<file path="src/rtl/data_cache_arbiter.sv">
// data_cache_arbiter: grants one of two requesters at a time onto a single-ported synchronous cache
// and routes the cache output back to the owner. Define ARB_ROUND_ROBIN_EN for round-robin, else port 0 priority.
module data_cache_arbiter #(
   parameter int DATA_W = 32,
   parameter int ADDR_W = 8
) (
   input  logic              clk,
   input  logic              reset,
   input  logic              p0_req,
   input  logic              p0_we,
   input  logic [ADDR_W-1:0] p0_addr,
   input  logic [DATA_W-1:0] p0_wdata,
   input  logic              p1_req,
   input  logic              p1_we,
   input  logic [ADDR_W-1:0] p1_addr,
   input  logic [DATA_W-1:0] p1_wdata,
   output logic              p0_gnt,
   output logic              p1_gnt,
   output logic              p0_rvalid,
   output logic              p1_rvalid,
   output logic [DATA_W-1:0] p0_rdata,
   output logic [DATA_W-1:0] p1_rdata,
   output logic [DATA_W-1:0] mem_data,
   output logic [ADDR_W-1:0] mem_addr,
   output logic              mem_read,
   output logic              mem_write,
   input  logic [DATA_W-1:0] mem_q,
   output logic              busy,
   output logic [1:0]        dbg_state
);

   // Handshake: req acts as valid and is held with its payload until the one-cycle gnt (the accept);
   // rvalid marks completion on the owning port and has no back-pressure.
   typedef enum logic [1:0] {
      IDLE  = 2'd0,
      ISSUE = 2'd1,
      RESP  = 2'd2
   } state_t;

   state_t              r_state;
   state_t              w_next_state;
   logic                w_arb;
   logic                w_winner;
   logic                w_resp;
   logic                w_sel_we;
   logic [ADDR_W-1:0]   w_sel_addr;
   logic [DATA_W-1:0]   w_sel_wdata;

   logic                r_owner;
   logic                r_we;
   logic [ADDR_W-1:0]   r_addr;
   logic [DATA_W-1:0]   r_wdata;
   logic                r_p0_gnt;
   logic                r_p1_gnt;
   logic                r_p0_rvalid;
   logic                r_p1_rvalid;
   logic [DATA_W-1:0]   r_p0_rdata;
   logic [DATA_W-1:0]   r_p1_rdata;

`ifdef ARB_ROUND_ROBIN_EN
   logic r_rr_ptr;  // port favoured on the next conflict

   always_ff @(posedge clk or posedge reset) begin
      if (reset) begin
         r_rr_ptr <= 1'b0;
      end else if (w_arb) begin
         r_rr_ptr <= ~w_winner;
      end
   end

   always_comb begin
      w_winner = 1'b0;
      if (p0_req && p1_req) begin
         w_winner = r_rr_ptr;
      end else begin
         w_winner = p1_req;
      end
   end
`else
   always_comb begin
      w_winner = 1'b0;
      if (!p0_req) begin
         w_winner = p1_req;
      end
   end
`endif

   assign w_sel_we    = w_winner ? p1_we    : p0_we;
   assign w_sel_addr  = w_winner ? p1_addr  : p0_addr;
   assign w_sel_wdata = w_winner ? p1_wdata : p0_wdata;
   assign w_resp      = (r_state == RESP);

   always_comb begin
      w_next_state = r_state;
      w_arb        = 1'b0;
      case (r_state)
         IDLE, RESP: begin
            if (p0_req || p1_req) begin
               w_arb        = 1'b1;
               w_next_state = ISSUE;
            end else begin
               w_next_state = IDLE;
            end
         end
         ISSUE:   w_next_state = RESP;
         default: w_next_state = IDLE;
      endcase
   end

   always_ff @(posedge clk or posedge reset) begin
      if (reset) begin
         r_state     <= IDLE;
         r_owner     <= 1'b0;
         r_we        <= 1'b0;
         r_addr      <= '0;
         r_wdata     <= '0;
         r_p0_gnt    <= 1'b0;
         r_p1_gnt    <= 1'b0;
         r_p0_rvalid <= 1'b0;
         r_p1_rvalid <= 1'b0;
         r_p0_rdata  <= '0;
         r_p1_rdata  <= '0;
      end else begin
         r_state     <= w_next_state;
         r_p0_gnt    <= w_arb & ~w_winner;
         r_p1_gnt    <= w_arb & w_winner;
         r_p0_rvalid <= w_resp & ~r_owner;
         r_p1_rvalid <= w_resp & r_owner;
         if (w_arb) begin
            r_owner <= w_winner;
            r_we    <= w_sel_we;
            r_addr  <= w_sel_addr;
            r_wdata <= w_sel_wdata;
         end
         // Capture uses the owner of the completing access, before a new winner overwrites it.
         if (w_resp && !r_owner) begin
            r_p0_rdata <= mem_q;
         end
         if (w_resp && r_owner) begin
            r_p1_rdata <= mem_q;
         end
      end
   end

   // Strobes decode straight from state so an asynchronous reset removes them before the cache edge.
   assign mem_read  = (r_state == ISSUE) & ~r_we;
   assign mem_write = (r_state == ISSUE) & r_we;
   assign mem_addr  = r_addr;
   assign mem_data  = r_wdata;
   assign p0_gnt    = r_p0_gnt;
   assign p1_gnt    = r_p1_gnt;
   assign p0_rvalid = r_p0_rvalid;
   assign p1_rvalid = r_p1_rvalid;
   assign p0_rdata  = r_p0_rdata;
   assign p1_rdata  = r_p1_rdata;
   assign busy      = (r_state != IDLE);
   assign dbg_state = r_state;

endmodule

</file>
<file path="config.mk">
export PLATFORM = sky130hd
export DESIGN_NAME = data_cache_arbiter
export DESIGN_NICKNAME = d
export VERILOG_FILES = /design/src/rtl/data_cache_arbiter.sv
export SDC_FILE = /design/constraint.sdc
export NUM_CORES = 1
export LEC_CHECK = 0
export BUFFER_PORTS_ARGS = -buffer_cell sky130_fd_sc_hd__buf_4
export CAP_MARGIN = 10
export CORE_ASPECT_RATIO = 2
export CORE_MARGIN = 1.5
export CORE_UTILIZATION = 49
export DETAILED_ROUTE_END_ITERATION = 8
export PLACE_DENSITY_LB_ADDON = 0.05
export RECOVER_POWER = 50
export SYNTH_ARGS = -nofsm -noshare
export SYNTH_HDL_FRONTEND = slang
export SYNTH_SLANG_ARGS = --single-unit
export TNS_END_PERCENT = 100
</file>
<file path="constraint.sdc">
create_clock -name clk -period 8 [get_ports clk]
set_clock_uncertainty 0.1 [all_clocks]
set_input_delay 1.2 -clock clk [delete_from_list [all_inputs] [get_ports clk]]
set_output_delay 1.2 -clock clk [all_outputs]
set_load 0.1 [all_outputs]
</file>
# [After elaboration in Yosys (flattened, before gate mapping)]
# Cells that the tools add are included.
[word_totals] regBits=112 inputBits=118 output_inout_bits=113 word_cells=37
[classes] n_eq_ne=2 muxes=8 bitwise_logic=9 n_reduce_logical=7
[ops] operator="2-to-1 mux 32 bit" n=1
[ops] operator="2-to-1 mux 8 bit" n=1
[ops] operator="bitwise AND 1 bit" n=6
[ops] operator="2-to-1 mux 1 bit" n=5
[ops] operator="one-hot mux 2 bit (2 select lines)" n=1
[ops] operator="NOT 1 bit" n=3
[ops] operator="equality test 2 x 1 -> 1 bit (second input constant)" n=1
[ops] operator="equality test 2 bit (second input constant)" n=1
[ops] operator="logical AND 1 bit" n=2
[ops] operator="zero test 2 bit" n=1
[ops] operator="nonzero test 2 bit" n=1
[ops] operator="OR reduction 2 bit" n=1
[ops] operator="zero test 1 bit" n=1
[ops] operator="logical OR 1 bit" n=1

# [Longest topological paths before layout]
[depth] ltp_word=4 depth_mapped=6 depth_no_buf=3

# [Least setup slack after synthesis]
# No wires, ideal clock.
[synth_timing] path_type="register to output" start="register r_state[0] (netlist: dbg_state[0])" end="output port mem_read" arrival_ns=3.495 required_time_ns=6.700 path_slack_ns=3.205 path_stages_with_launch=5 n_path_buf=2 cell_sequence="dfrtp_1 buf_6 inv_4 clkbuf_1 nor3_1"
[synth_via] elab_chain_cells=2
[synth_lines] item="from (decl)" line="40" text="state_t r_state;"
[synth_lines] item="from (signal assigned)" line="124" text="r_state <= w_next_state;"
[synth_lines] item="equality test 2 x 1 -> 1 bit" line="146" text="assign mem_read = (r_state == ISSUE) & ~r_we;"
[synth_lines] item="bitwise AND 1 bit" line="146"
[synth_lines] item="to (decl)" line="25" text="output logic mem_read,"
# Every way passes these cells.

# [Worst setup path in the final report]
[layout_timing] start="register r_state[0] (netlist: dbg_state[0])" end="output port mem_write"
[layout_via] elab_chain_cells=2
[layout_lines] item="equality test 2 x 1 -> 1 bit" line="147" text="assign mem_write = (r_state == ISSUE) & r_we;"
[layout_lines] item="bitwise AND 1 bit" line="147"
[layout_lines] item="to (decl)" line="26" text="output logic mem_write,"
# Every way passes these cells.

==> results summary <==
The signed area change from the synthesized netlist to the final layout is 35.2%. The critical path goes through clkinvlp_2 > nor2_1 > and2_1 > buf_4. The average cell area after synthesis came out at between 10 and 15 sq um. The initial core utilization came out at 0.509.

For the worst flop-to-flop path, the logic depth is 3. The number of nets in the synthesized netlist is 466. The cell area after synthesis came out at 4580 sq um. Detailed routing inserted a total of about 3800 vias. The portion of the post-synthesis area used by sequential elements came out at 0.612. TritonCTS built the clock tree. The first-pass GRT wire length came out at 20200 um. Setup repair after global routing left no endpoint under its margin. The number of port buffers came out at 230. The number of primary I/O pins is 231. By startpoint and endpoint, the worst setup path is classified as flop to primary output. The total negative slack is 0 ns. The run finished, with violations left.

The count of different cell masters after synthesis is 21. The synthesized design spends more area on one cell type than any other, namely sky130_fd_sc_hd__dfrtp_1. In the layout the commonest cells are sky130_fd_sc_hd__buf_4 (123), sky130_fd_sc_hd__dfrtp_1 (112), sky130_fd_sc_hd__clkbuf_1 (108), sky130_fd_sc_hd__o22ai_1 (61), sky130_fd_sc_hd__a21oi_1 (38).

Clock-pin slew was measured on the worst setup and hold paths at approximately 0.070 ns. The core outline area is between 9000 and 10000 sq um. The horizontal die dimension came out at approximately 70 um. The average routed wire per standard cell came out at ~19 um. The number of buffers created by CTS is 9. The count of warnings emitted by yosys came out at 0. The later-pin clock latency in the skew report came out at approximately 0.34 ns. The via count of the first global-routing pass came out at just over 4000.

Routability-driven placement finished with a final weighted congestion of a little under 0.9. The number of instances on the worst hold path is 1. The worst register-to-register path begins at dbg_state[0]$_DFF_PP0_.

The number of fill cells in the layout came out at between 700 and 800. The antenna diode count came out at 0. The first-pass iteration count of the detailed router came out at 4. After global routing the overflow that remains totals 0. The final design area excluding fillers came out at approximately 6200 sq um. The count of max-cap constraint violations came out at 3.

STA puts the critical path data required time at 6.70 ns. In this run the worst hold path is classified as flop to flop. In this run, synthesis produced a sequential element count of 112. The final reports fail on capacitance limit, slew limit. The library cell used most frequently in the layout, excluding fill and tap cells, is sky130_fd_sc_hd__buf_4. In the final layout, the share of cells above drive strength 1 is 0.359. Counting along the longest clock path gives a buffer depth of 2. Entering global routing, the biggest net connects 60 pins. The kind of end point of the critical path is a primary output.

The violation count after the first detailed-route iteration came out at roughly 220. The startpoint identified for the worst hold timing path is p0_rdata[10]$_DFFE_PP0P_. The count of nets left with antenna violations once routing finished came out at 0. The sum of routed wire length over all layers came out at around 13000 um. For this run, the top clock speed supported by timing is between 0.2 and 0.25 GHz. Once the clock tree was built, the resizer swapped 0 gates to a different size. The final setup violation count is 0. The critical-path maximum fanout is between 40 and 50. Setup slack closes at about 3.4 ns. The overall fraction of global-route tracks in use is 0.258. The path with the worst hold slack has its endpoint at p0_rdata[10]$_DFFE_PP0P_. The total count of hold-check failures in the final report came to 0. The gate count of the mapped netlist came out at 348. The share of the core filled with cells came out at 0.687. In this run the core area contains 49 standard-cell rows. The headroom to the max-slew limit is -0.596. The placed standard-cell area is roughly 6300 sq um. The number of nets in the finished design came out at 682.

Among all stages on the critical path, the largest delay is contributed by sky130_fd_sc_hd__clkinvlp_2. The delay of the slowest cell on the worst path came out at between 1 and 1.5 ns. The floorplan step defined a die boundary enclosing 9980 sq um. The placed wire-length estimate came out at approximately 9000 um. The worst register-to-register path ends at p0_rdata[22]$_DFFE_PP0P_.

The initial antenna violation count was 0. The area share of the leading cell type in the synthesized netlist came out at 0.612. The number of setup buffers added after CTS came out at 0. Prior to clock tree synthesis, the placed netlist has a worst setup slack of 4.99 ns. The worst-margin pin slew came out at ~2.4 ns. The detailed-route vias per instance came out at ~5.7. The hold-fix buffer count after cts is 0. The clock period could shrink to between 4 and 5 ns. The register-to-register setup slack came out at 3.81 ns. The max-slew violation count was ~140.

The final critical-path share of the clock period came out at 0.572. Yosys attributes the largest share of cell area to sky130_fd_sc_hd__dfrtp_1 (61%), sky130_fd_sc_hd__mux2_4 (9.5%), sky130_fd_sc_hd__mux2_2 (8.6%), sky130_fd_sc_hd__o22ai_1 (8.3%), sky130_fd_sc_hd__a21oi_1 (4.1%). The number of sinks handled by clock tree synthesis is between 100 and 150. The count of unresolved DRC violations after routing came out at 0. The height of the chip came out at around 140 um. The critical path data arrival time is between 3 and 4 ns.

The startpoint type of the worst setup path is a flop. In this run the clock root is driven by a sky130_fd_sc_hd__clkbuf_16. The clock tree synthesis step divided the H-tree into 3 levels.
## critical path, delay by kind of cell, from the launching register on
family | cells | cell delay [ns]
buffers and inverters | 2 | 1.71
DFF | 1 | 0.58
and+or+nand+nor | 2 | 0.64
## worst max path at each step
stage	startpoint	to
floorplan	dbg_state[0]$_DFF_PP0_	mem_read
global placement	p0_req	mem_data[11]$_DFFE_PP0P_
detailed placement	p0_req	mem_data[4]$_DFFE_PP0P_
CTS	dbg_state[0]$_DFF_PP0_	mem_write
global route	dbg_state[0]$_DFF_PP0_	mem_write
finish	dbg_state[0]$_DFF_PP0_	mem_write
## synth_stat cells (all sizes together)
master / count
o22ai: 61
nand3: 1
buf: 15
o21ba: 1
o32ai: 1
inv: 5
nand2b: 3
or2: 2
dfrtp: 112
nor3: 9
a21oi: 38
mux2: 64
nor2: 22
clkinv: 1
and3: 1
clkbuf: 11
and2: 1
## layout make-up
cell class	instances	area [sq um]	share of cell area
Tap cell	102	128	0.0206
Inverter	6	25.0	0.00404
Clock buffer	10	229	0.0370
Timing Repair Buffer	231	1330	0.215
Clock inverter	6	91.3	0.0147
Multi-Input combinational cell	204	1590	0.256
Sequential cell	112	2800	0.452
## logic make-up after synthesis
family / synth area share
and+or+nand+nor: 0.0407
DFF: 0.612
muxes: 0.181
AOI/OAI and AO/OA: 0.129
buffers and inverters: 0.0379
## metal layers
metal  vias to the layer above  share of wire  wire length (um)  track usage
met5                         -              0                 0            0
met4                         0          0.042               539        0.142
met3                        36          0.068               875       0.0500
met2                       207           0.54              6960        0.441
met1                      1882           0.35              4510        0.297
li1                       1710              -                 -            -
## registers in the layout (all words and copies together) (netlist names)
signal     flops
dbg_state      2
p1_gnt         1
r_owner        1
r_we           1
p1_rdata      32
p0_rvalid      1
p1_rvalid      1
mem_data      32
p0_gnt         1
p0_rdata      32
mem_addr       8
## per-stage QoR
step                      hold slack [ns]  cells
after floorplan                     0.423    348
after global placement              0.380    655
after detailed placement            0.387    655
after CTS                           0.411    671
after global routing                0.409    671
final                               0.389    671
Power is not shown: default switching activity piles up to over one toggle a cycle in this logic, so the estimate is an artifact.
